`src/rtl/l1_mem_arbiter.sv`:
```
// Shares one lower-memory port between the I-cache (requester 0) and D-cache (requester 1).
// Round-robin grant, latched downstream request, one-cycle ready pulse, watchdog on hung accesses.
module l1_mem_arbiter #(
    parameter int ADDR_WIDTH     = 32,
    parameter int DATA_WIDTH     = 32,
    parameter int TIMEOUT_CYCLES = 255
) (
    input  logic                  clk,
    input  logic                  rst,

    input  logic                  r0_mem_request,
    input  logic [ADDR_WIDTH-1:0] r0_mem_address,
    input  logic                  r0_mem_write_enable,
    input  logic [DATA_WIDTH-1:0] r0_mem_write_data,
    output logic [DATA_WIDTH-1:0] r0_mem_response_data,
    output logic                  r0_mem_ready,

    input  logic                  r1_mem_request,
    input  logic [ADDR_WIDTH-1:0] r1_mem_address,
    input  logic                  r1_mem_write_enable,
    input  logic [DATA_WIDTH-1:0] r1_mem_write_data,
    output logic [DATA_WIDTH-1:0] r1_mem_response_data,
    output logic                  r1_mem_ready,

    output logic                  mem_request,
    output logic [ADDR_WIDTH-1:0] mem_address,
    output logic                  mem_write_enable,
    output logic [DATA_WIDTH-1:0] mem_write_data,
    input  logic [DATA_WIDTH-1:0] mem_response_data,
    input  logic                  mem_ready,

    output logic                  grant_owner,
    output logic                  busy,
    output logic                  timeout_error
);

    // A disabled watchdog still keeps a 1-bit counter so no zero-width vectors appear.
    localparam int CW = (TIMEOUT_CYCLES > 0) ? $clog2(TIMEOUT_CYCLES + 1) : 1;
    localparam logic [CW:0] TIMEOUT_VAL = (CW + 1)'(TIMEOUT_CYCLES);

    localparam logic [1:0] IDLE    = 2'd0;
    localparam logic [1:0] ISSUE   = 2'd1;
    localparam logic [1:0] RESPOND = 2'd2;

    logic [1:0]            state;
    logic                  last_grant;
    logic [CW-1:0]         wd_cnt;

    logic                  any_request;
    logic                  winner;
    logic [CW:0]           wd_next;
    logic                  wd_expire;
    logic                  issue_done;
    logic [DATA_WIDTH-1:0] resp_val;

    // On a tie the requester that did not win last time is served.
    always_comb begin
        any_request = r0_mem_request | r1_mem_request;
        winner      = 1'b0;
        if (r0_mem_request && r1_mem_request) begin
            winner = ~last_grant;
        end else if (r1_mem_request) begin
            winner = 1'b1;
        end
    end

    // wd_next counts the current ISSUE cycle; expiry on the TIMEOUT_CYCLES-th one.
    always_comb begin
        wd_next    = {1'b0, wd_cnt} + (CW + 1)'(1);
        wd_expire  = (TIMEOUT_CYCLES != 0) && (wd_next == TIMEOUT_VAL);
        issue_done = (state == ISSUE) && (mem_ready || wd_expire);
        resp_val   = mem_ready ? mem_response_data : '0;
    end

    always_ff @(posedge clk or posedge rst) begin
        if (rst) begin
            state       <= IDLE;
            last_grant  <= 1'b1;
            grant_owner <= 1'b0;
            busy        <= 1'b0;
            wd_cnt      <= '0;
        end else begin
            case (state)
                IDLE: begin
                    if (any_request) begin
                        grant_owner <= winner;
                        last_grant  <= winner;
                        wd_cnt      <= '0;
                        busy        <= 1'b1;
                        state       <= ISSUE;
                    end
                end
                ISSUE: begin
                    if (issue_done) begin
                        state <= RESPOND;
                    end else if (!(&wd_cnt)) begin
                        wd_cnt <= wd_cnt + CW'(1);
                    end
                end
                RESPOND: begin
                    busy  <= 1'b0;
                    state <= IDLE;
                end
                default: begin
                    busy  <= 1'b0;
                    state <= IDLE;
                end
            endcase
        end
    end

    // Downstream request fields are captured once at grant and held through ISSUE.
    always_ff @(posedge clk or posedge rst) begin
        if (rst) begin
            mem_request      <= 1'b0;
            mem_address      <= '0;
            mem_write_enable <= 1'b0;
            mem_write_data   <= '0;
        end else if (state == IDLE && any_request) begin
            mem_request      <= 1'b1;
            mem_address      <= winner ? r1_mem_address      : r0_mem_address;
            mem_write_enable <= winner ? r1_mem_write_enable : r0_mem_write_enable;
            mem_write_data   <= winner ? r1_mem_write_data   : r0_mem_write_data;
        end else if (issue_done || state != ISSUE) begin
            mem_request      <= 1'b0;
        end
    end

    // A real mem_ready beats a same-cycle watchdog expiry.
    always_ff @(posedge clk or posedge rst) begin
        if (rst) begin
            r0_mem_ready         <= 1'b0;
            r1_mem_ready         <= 1'b0;
            r0_mem_response_data <= '0;
            r1_mem_response_data <= '0;
            timeout_error        <= 1'b0;
        end else begin
            r0_mem_ready <= 1'b0;
            r1_mem_ready <= 1'b0;
            if (issue_done) begin
                if (grant_owner) begin
                    r1_mem_ready         <= 1'b1;
                    r1_mem_response_data <= resp_val;
                end else begin
                    r0_mem_ready         <= 1'b1;
                    r0_mem_response_data <= resp_val;
                end
                if (!mem_ready) begin
                    timeout_error <= 1'b1;
                end
            end
        end
    end

endmodule

```
`config.mk`:
```
export PLATFORM = sky130hd
export DESIGN_NAME = l1_mem_arbiter
export DESIGN_NICKNAME = d
export VERILOG_FILES = /design/src/rtl/l1_mem_arbiter.sv
export SDC_FILE = /design/constraint.sdc
export NUM_CORES = 1
export LEC_CHECK = 0
export CORE_MARGIN = 8
export CORE_UTILIZATION = 41
export DETAILED_ROUTE_END_ITERATION = 12
export PLACE_DENSITY = 0.9
export SLEW_MARGIN = 20
export SYNTH_ARGS = -nofsm -noshare
export SYNTH_HDL_FRONTEND = slang
export SYNTH_SLANG_ARGS = --single-unit
export TNS_END_PERCENT = 1
```
`constraint.sdc`:
```
create_clock -name clk -period 5.8 [get_ports clk]
set_input_delay 1.16 -clock clk [delete_from_list [all_inputs] [get_ports clk]]
set_output_delay 1.16 -clock clk [all_outputs]
set_load 0.02 [all_outputs]
```
Word level (Yosys, flattened, before mapping)
Index checks and enable logic that the tools add are counted.
{"block": "op_classes", "addsub": 2, "n_eq_ne": 7, "muxes": 21, "bitwise_logic": 5, "n_reduce_logical": 16}
{"operator": "32-bit two-way mux", "count": 3}
{"operator": "8-bit two-way mux", "count": 3}
{"operator": "8-bit case mux with 2 select lines", "count": 1}
{"operator": "2-bit AND reduction", "count": 6}
{"operator": "1-bit two-way mux", "count": 10}
{"operator": "8-bit by 1-bit adder with 9-bit output (second input constant)", "count": 1}
{"operator": "9-bit by 8-bit == test with 1-bit output (second input constant)", "count": 1}
{"operator": "8-bit by 1-bit adder with 8-bit output (second input constant)", "count": 1}
{"operator": "2-bit inequality test (second input constant)", "count": 4}
{"operator": "8-bit AND reduction", "count": 1}
{"operator": "2-bit two-way mux", "count": 2}
{"operator": "1-bit inverter", "count": 4}
{"operator": "2-bit case mux with 2 select lines", "count": 1}
{"operator": "4-bit AND reduction", "count": 1}
{"operator": "2-bit nonzero test", "count": 2}
{"operator": "1-bit logical AND", "count": 3}
{"operator": "2-bit by 1-bit == test with 1-bit output (second input constant)", "count": 1}
{"operator": "2-bit zero test", "count": 1}
{"operator": "1-bit logical OR", "count": 2}
{"operator": "2-bit by 1-bit inequality test with 1-bit output (second input constant)", "count": 1}
{"operator": "1-bit case mux with 2 select lines", "count": 1}
{"operator": "1-bit bitwise OR", "count": 1}
{"block": "word_totals", "reg_bits": 146, "inputBits": 167, "elab_cells": 65}

Logic depth before layout (Yosys ltp)
Gate-level depths: netlist of the first run.
{"block": "depth", "word_depth": 7, "mapped_depth": 8, "depth_no_buf": 7}

Least setup slack after synthesis of the first run
OpenSTA, ideal clock, no wires.
{"block": "synth_path", "kind": "in2reg", "start": "input r1_mem_request", "end": "register mem_address[0]", "setup_ns": 0.133, "arrival_time_ns": 2.525, "required_time_ns": 5.667, "path_slack_ns": 3.142, "stages": 5, "n_path_buf": 2, "cell_sequence": "a21boi_1 -> buf_1 -> buf_1 -> mux2i_1 -> o21ai_0"}
{"block": "synth_via", "elab_chain_cells": 3}
{"item": "start: declaration", "line_no": "18", "source": "input logic r1_mem_request,"}
{"item": "1-bit two-way mux / 1-bit logical AND (equally long branches)", "line_no": "62, 60"}
{"item": "1-bit two-way mux", "line_no": "60", "source": "if (r0_mem_request && r1_mem_request) begin"}
{"item": "32-bit two-way mux", "line_no": "121", "source": "mem_address <= winner ? r1_mem_address : r0_mem_address;"}
{"item": "end signal: assignment", "line_no": "121"}
{"item": "end: declaration", "line_no": "26", "source": "output logic [ADDR_WIDTH-1:0] mem_address,"}
Several ways; a longest one is shown, not always the timed one.
A chain may end at the register's enable or synchronous reset.

Worst setup path after layout of the first run
{"block": "layout_path", "start": "register wd_cnt[0]", "end": "register r1_mem_response_data[6]"}
{"block": "layout_via", "elab_chain_cells": 5}
{"item": "start: declaration", "line_no": "47", "source": "logic [CW-1:0] wd_cnt;"}
{"item": "start signal: assignment", "line_no": "97", "source": "wd_cnt <= wd_cnt + CW'(1);"}
{"item": "8-bit by 1-bit adder with 9-bit output", "line_no": "69", "source": "wd_next = {1'b0, wd_cnt} + (CW + 1)'(1);"}
{"item": "9-bit by 8-bit == test with 1-bit output", "line_no": "70", "source": "wd_expire = (TIMEOUT_CYCLES != 0) && (wd_next == TIMEOUT_VAL);"}
{"item": "1-bit logical OR", "line_no": "71", "source": "issue_done = (state == ISSUE) && (mem_ready || wd_expire);"}
{"item": "1-bit logical AND", "line_no": "71"}
{"item": "2-bit AND reduction (no line)"}
{"item": "end signal: assignment", "line_no": "143", "source": "r1_mem_response_data <= resp_val;"}
{"item": "end: declaration", "line_no": "22", "source": "output logic [DATA_WIDTH-1:0] r1_mem_response_data,"}
No other way between the ends.

==> results of run 1 <==
## cells by family after synthesis
family	count (synthesis)	share of synthesized area (%)
AOI/OAI and AO/OA	160	18.3
xor gates and xnor gates	2	0.282
adders and majority gates	2	0.403
buffers and inverters	48	3.79
DFF	146	58.9
muxes	66	10.6
and+or+nand+nor	107	7.70
## metal layers
layer	part of all wire [%]	GRT usage [%]	vias to the layer above
met3	10	10.0	24
met2	49	37.3	274
met1	39	24.2	2614
li1	-	-	2496
met5	0	0	-
met4	1.9	7.45	0
## worst register-to-register path, stage by stage (launching register included)
cell,delay (ns)
sky130_fd_sc_hd__dfrtp_1,0.47
sky130_fd_sc_hd__ha_1,0.35
sky130_fd_sc_hd__nand2_1,0.08
sky130_fd_sc_hd__o31ai_1,0.22
sky130_fd_sc_hd__a32oi_1,0.13
sky130_fd_sc_hd__nor4_4,0.75
sky130_fd_sc_hd__o211ai_4,0.46
sky130_fd_sc_hd__a22o_2,0.42
## power by group through the flow
| stage | Clock [mW] | Sequential (mW) | Combinational (mW) |
|---|---|---|---|
| after floorplan | 0 | 2.26 | 0.747 |
| after global placement | 0 | 1.75 | 2.48 |
| after detailed placement | 0 | 1.77 | 2.53 |
| after CTS | 1.06 | 1.76 | 2.56 |
| after global routing | 1.11 | 1.81 | 2.71 |
| final | 1.04 | 1.76 | 2.53 |
## final cells by class
type,instances,area (um2),area share (%)
clock buffer,17,425,4.29
timing repair buffer,312,3100,31.2
multi-input combinational,337,2340,23.6
inverter,6,27.5,0.277
tap,188,235,2.37
clock inverter,15,140,1.41
sequential,146,3650,36.8
## cells in the final DEF, fill, tap and decap left out, drive strengths merged, types with 4 or more instances in the layout
cell and count:
clkinv 5, o21ai 72, nand3 6, nor2 9
o41ai 4, clkdlybuf4s50 301, dfrtp 145, inv 14
buf 11, clkbuf 17, a21oi 4, mux2i 66
a22o 65, nand2 74
## metrics by stage
stage	std cells	setup slack (ns)	hold slack, ns	cell area, um2
2_1_floorplan	531	0.719	0.493	6210
4_1_cts	1021	2.84	0.484	9920
3_5_place_dp	989	2.41	0.469	9360
5_1_grt	1021	2.62	0.509	9920
6_report	1021	2.80	0.479	9920
3_3_place_gp	989	2.49	0.453	9360
## sequential cells by signal (all words and copies together), names as in the netlist
name                  cells
mem_address              32
mem_write_enable          1
mem_request               1
state                     2
wd_cnt                    8
r0_mem_ready              1
r1_mem_ready              1
busy                      1
r1_mem_response_data     32
timeout_error             1
last_grant                1
grant_owner               1
r0_mem_response_data     32
mem_write_data           32
## path summary, 6_finish.rpt
path / start / end / slack, ns
setup reg to reg: wd_cnt[0] / r1_mem_response_data[6] / 2.80
setup / recovery: wd_cnt[0] / r1_mem_response_data[6] / 2.80
hold / removal: mem_write_data[1] / mem_write_data[1] / 0.48
min in group asynchronous: rst / r1_mem_response_data[22] / 1.18
hold reg to reg: mem_write_data[1] / mem_write_data[1] / 0.48
max in group asynchronous: rst / r1_mem_response_data[31] / 3.63
==> results.txt, run 1 <==
The HPWL reported at the end of detailed placement came out at roughly 16000 um. The worst hold-check path type is flop to flop. The data arrival time at the worst-slack endpoint is 3.30 ns. The area added between synthesis and finish is 59.8%.

The clock-pin slew on the worst setup and hold paths came out at ~0.06 ns. The max-cap violation count came out at 0. The fraction of the core area covered by cells at the end of the flow came out at between 60% and 70%. After synthesis, the share of flip-flops with an asynchronous set or reset is between 90% and 100%. The final clock skew is 0.0134 ns. In this run, post-CTS repair resized a total of 0 instances. The number of nets handed over by synthesis was 700. Entering global routing, the biggest net connects 85 pins. The clock root buffer master is sky130_fd_sc_hd__clkbuf_16. The final routed DRC violation total came out at 0. Data on the critical path is required at its endpoint by between 6 and 7 ns. The final-report hold violation count is 0. Setup repair after global routing left no endpoint under its margin. The switching part of the total power is 39.1%. Sorting the synthesized cells by area gives the leading types as sky130_fd_sc_hd__dfrtp_1, sky130_fd_sc_hd__mux2i_1, sky130_fd_sc_hd__a22o_1. The top cell type's share of synthesized area is 58.4%.

The Yosys warning count is 0. The floorplan step defined a core boundary enclosing roughly 15000 um2. Buffers added to address setup during post-CTS repair amount to 0. The tree built by TritonCTS fans out to about 150 sinks. Derived from the worst setup path, the maximum achievable clock frequency is approximately 330 MHz. Counting flops and latches in the post-synthesis netlist gives about 150. The unique cell type count in the Yosys netlist came out at between 40 and 50. The clock tree buffer depth came out at 2.

The vias per cell came out at approximately 5.3. The count of pins over their slew limit came to 0. The signal on the critical path passes through ha_1, nand2_1, o31ai_1, a32oi_1, nor4_4, o211ai_4, a22o_2. The internal cell power came out at about 3.2 mW. The leakage power summed over all cells is 4.31 nW. The count of hold-fix buffers inserted at cts is 0.

The final critical-path required period came out at 3.00 ns. The clock tree synthesis step divided the H-tree into 4 levels. The wire length of the first global-routing pass came out at approximately 33000 um. The number of global-route vias before repair is ~6000. The largest individual stage delay along the critical path comes from the cell sky130_fd_sc_hd__nor4_4. The count of pins on the block boundary came out at 302. The number of nets at the end of the flow is about 990. The number of cells on the worst reg-to-reg path is 7. Summed over all instances, the cell type with the most area after synthesis is sky130_fd_sc_hd__dfrtp_1. The number of buffers and inverters on the critical path is 0.

The number of enable-type register cells in the synthesized netlist came out at 0. In the synthesized netlist, the cells that appear most often are sky130_fd_sc_hd__dfrtp_1, sky130_fd_sc_hd__nand2_1, sky130_fd_sc_hd__o21ai_0, sky130_fd_sc_hd__mux2i_1, sky130_fd_sc_hd__a22o_1. Counting every instance in the synthesized netlist gives ~530. After layout, the worst path uses about half of the clock period. The library cell with the highest instance count after synthesis is sky130_fd_sc_hd__dfrtp_1. The total number of placement rows came out at 45. The die boundary height is between 100 and 150 um. The netlist area before placement is ~6200 um2. The worst setup path is launched from a flop. The number of failing setup endpoints in the final timing report is 0.

The count of port buffers added during placement came out at roughly 300. The remaining max-slew budget at the tightest pin is between 30% and 40%. Dividing total power by cell area gives a power density of roughly 540 nW/um2. The worst-case IR drop observed on VDD is about 0.28 mV. The delay of the slowest cell on the worst path is about 0.75 ns.

The final route contains between 5000 and 6000 vias. Once detail routing completed, the nets flagged for antenna violations numbered 0. The total design power came out at 5.33 mW. The net switching power came out at 2.08 mW. The die outline area is slightly below 20000 um2. The number of gates on the worst path with buffers counted is 7. TritonCTS built the clock tree. The average size of a mapped cell came out at about 12 um2. STA classifies the critical path endpoint as a flop. The maximum fanout along the worst path is 33. The leading register cell type out of synthesis is sky130_fd_sc_hd__dfrtp_1. The post-synthesis sequential area ratio is 58.9%. The run finished with clean final reports. The post-route setup TNS is 0 ns.

The critical path class is flop to flop. The length of the first detailed-routing pass in iterations came out at 4. The width of the chip came out at around 140 um.

The final estimated routing congestion in global placement is 0.816. The total inserted antenna cells came out at 0. Once the floorplan was initialized, standard cells occupied between 40% and 50% of the core. The part of the power in registers is around 33%. The clock latency on the worst-skew pair came out at around 0.42 ns. The combinational power share is a little under half.

The share of cells above drive strength 1 is under 10%. The slew at the pin closest to its max-slew limit is 0.994 ns. The number of antenna violations at the first check in global routing is 0. The worst hold path passes through 2 cells. Global routing used between 20% and 30% of the available tracks.

The kind of cell adding the most delay to the critical path is compound AO/OA/AOI/OAI gates. The final wirelength came out at about 21000 um. The number of filler cells placed in the layout came out at about 1100. The total clock buffers created by CTS came out at 17. Global routing finished with a remaining overflow of 0. The clock network fraction of design power came out at 19.5%. The first-iteration detailed-routing DRC count is 237. The routed length per placed instance is 20.8 um.
No activity file was read; power rests on OpenSTA's default activity.
==> inputs of run 2 (changes only) <==
--- a/config.mk
+++ b/config.mk
@@ -6,9 +6,9 @@
 export NUM_CORES = 1
 export LEC_CHECK = 0
 export CORE_MARGIN = 8
-export CORE_UTILIZATION = 41
+export CORE_UTILIZATION = 37
 export DETAILED_ROUTE_END_ITERATION = 12
-export PLACE_DENSITY = 0.9
+export PLACE_DENSITY = 0.86
 export SLEW_MARGIN = 20
 export SYNTH_ARGS = -nofsm -noshare
 export SYNTH_HDL_FRONTEND = slang
==> constraint.sdc (replaced) <==
create_clock -name clk -period 2.6 [get_ports clk]
set_input_delay 0.52 -clock clk [delete_from_list [all_inputs] [get_ports clk]]
set_output_delay 0.52 -clock clk [all_outputs]
set_load 0.02 [all_outputs]
==> results.txt, run 2 (synthesis results as in run 1) <==
The run finished with clean final reports. Leaving out fill and tap cells, the most frequent cell in the layout is sky130_fd_sc_hd__clkdlybuf4s50_1. The switching part of the total power came out at a little under two fifths. For this run, the detailed router's first-pass iteration total came to 4.

The delay of the slowest cell on the worst path came out at between 0.6 and 0.7 ns. Measured against its own limit, the worst slew margin works out to between 40% and 50%. The number of global-route vias before repair is 5814.

The count of hold-fix buffers inserted at cts came out at 0. For this configuration, the core starts out at a cell density of around 38%. In the routed layout, each cell is associated on average with a via count of just over 5.

The core region is about 17000 um2. The worst setup path is captured at a flop. Setup repair after global routing left no endpoint under its margin. For this block, the initial DRC count from the detailed router was roughly 220.

The total clock buffers created by CTS is 17. The post-detailed-placement cell area is 9600 um2. The count of H-tree levels built during CTS is 4. The most used routing layer is met2. The die outline area is around 21000 um2. The clock tree buffer depth came out at 2.

The design draws 12.3 mW. The number of sinks on the clock net came out at about 150. The final critical path takes up 95.1% of the cycle.

The pre-CTS worst setup slack came out at 0.145 ns. The count of pins over their slew limit is 0. At the end of the flow the core is filled with cells to ~62%.

The clock-pin slew on the worst setup and hold paths came out at 0.06 ns. The hold slack came out at approximately 0.46 ns. The total congestion overflow after global routing is 0. The count of port buffers added during placement is around 300. STA puts the critical path data arrival time at roughly 2.8 ns. The first global-routing pass estimated between 30000 and 40000 um of wire. Summed over all cells, the static leakage comes to roughly 4.5 nW.

After detailed routing, the total wire length is between 20000 and 25000 um. Routability-driven placement finished with a final weighted congestion of about 0.80. In the layout the commonest cells are sky130_fd_sc_hd__clkdlybuf4s50_1, sky130_fd_sc_hd__dfrtp_1, sky130_fd_sc_hd__nand2_1. The total number of placement rows came out at 47. The number of failing setup endpoints in the final timing report is 0. The clock network fraction of design power came out at between 20% and 30%. The maximum number of pins on one net before global-route repair is roughly 110.

For this run, global-route usage on met1 was measured as between 20% and 30%. The net switching power is approximately 4.6 mW. The width of the chip is roughly 150 um. The met2 capacity usage during global routing came out at around a third. The max-cap violation count is 0.

TritonCTS built the clock tree. The routed length per placed instance is around 19 um. Global routing consumed, on the met3 layer, a little under a tenth of the routing resources. The area added between synthesis and finish came out at 65.6%. The highest-delay cell along the critical path is sky130_fd_sc_hd__o21ai_2. The maximum fanout along the worst path came out at 16.

The final-report hold violation count came to 0. The final clock skew is around 0.010 ns. The final critical-path required period came out at approximately 2.5 ns. In this run the count of I/O pins placed on the die edge is 302. The combinational power share is roughly 47%. The HPWL reported at the end of detailed placement came out at about 16000 um. After detailed placement, the design holds a cell count of around 1000. The total non-filler cell area in the finished layout came out at roughly 10000 um2. The internal cell power is 7.64 mW. The clock latency on the worst-skew pair is between 0.4 and 0.5 ns. After detailed routing, the number of remaining DRC violations is 0.

For this run, the top clock speed supported by timing is 404 MHz. The share of cells above drive strength 1 came out at under 10%. The number of nets at the end of the flow came out at roughly 1000. The die is around 150 um tall. The part of the power in registers is 32.0%. The number of standard cells in the final layout excluding fillers is roughly 1100. The critical path is of the flop to flop type. For the pin with the worst max-slew slack, the measured transition is between 0.8 and 0.9 ns.

The count of nets left with antenna violations after detail routing is 0. The clock root buffer master is sky130_fd_sc_hd__clkbuf_16. The worst-case IR drop observed on VDD is roughly 0.56 mV. Setup slack closes at 0.127 ns. Summed over all failing endpoints, the final setup total negative slack is 0 ns. The power per unit of standard cell area is between 1000 and 1500 nW/um2. In this run the worst hold path is classified as flop to flop. At the worst endpoint, the required time is 2.94 ns.

The total number of vias is 5408. The number of antenna violations at the first check in global routing is 1. The signal on the critical path passes through and3_1, nand4_1, xor2_1, nor4_4, buf_4, o21ai_2, a22o_1.

Global routing used about a fifth of the available tracks. The startpoint class of the critical path is a flop.
==> run 2: changes by cell type in the layout (fill, tap and decap cells not counted), sizes merged <==
cell      change
o21ai         +1
clkinvlp      -1
buf          +15
bufinv        +3
clkinv        -2
diode         +1
==> run 2: per-layer routing <==
layer | vias to the layer above | wire length (um) | share of wire, %
met5 | - | 0 | 0
met4 | 0 | 353 | 1.7
met3 | 24 | 2360 | 11
met2 | 277 | 10100 | 49
met1 | 2573 | 7980 | 38
li1 | 2534 | - | -
==> run 2: critical path: cells and delay by family (launching register included) <==
| kind | cells | cell delay [ns] |
|---|---|---|
| AND/OR/NAND/NOR | 3 | 0.52 |
| buffers and inverters | 1 | 0.17 |
| XOR/XNOR | 1 | 0.31 |
| AO/OA/AOI/OAI | 2 | 0.95 |
| flip-flops | 1 | 0.46 |
==> run 2: power groups by stage <==
stage | Clock [mW] | Combinational [mW] | Sequential, mW
floorplan | 0 | 1.67 | 5.05
global placement | 0 | 5.61 | 3.91
detailed placement | 0 | 5.74 | 3.96
CTS | 2.68 | 5.77 | 3.93
global route | 2.79 | 6.14 | 4.06
finish | 2.63 | 5.71 | 3.93
==> run 2: worst paths after layout <==
| path | depth (start not counted) | from | end | slack, ns |
|---|---|---|---|---|
| worst max-delay path | 7 | wd_cnt[3] | r0_mem_response_data[4] | 0.13 |
| worst min-delay path | 1 | timeout_error | timeout_error | 0.46 |
| worst max register to register | 7 | wd_cnt[3] | r0_mem_response_data[4] | 0.13 |
| worst min register to register | 1 | timeout_error | timeout_error | 0.46 |
| max in group asynchronous | 3 | rst | r0_mem_response_data[7] | 1.39 |
| min in group asynchronous | 2 | rst | mem_write_data[12] | 0.53 |
==> run 2: layout make-up <==
| cell class | count | area, um2 |
|---|---|---|
| antenna | 1 | 2.50 |
| clock buffer | 17 | 425 |
| clock inverter | 15 | 213 |
| fill | 1274 | 6240 |
| inverter | 6 | 26.3 |
| multi-input combinational | 338 | 2350 |
| sequential | 146 | 3650 |
| tap | 220 | 275 |
| timing repair buffer | 327 | 3330 |
==> run 2: what timing repair did <==
| item | 4_1_cts | 5_1_grt |
|---|---|---|
| endpoints found under the setup margin | 0 | 37 |
| resized for setup | 0 | 1 |
| setup buffers | 0 | 2 |
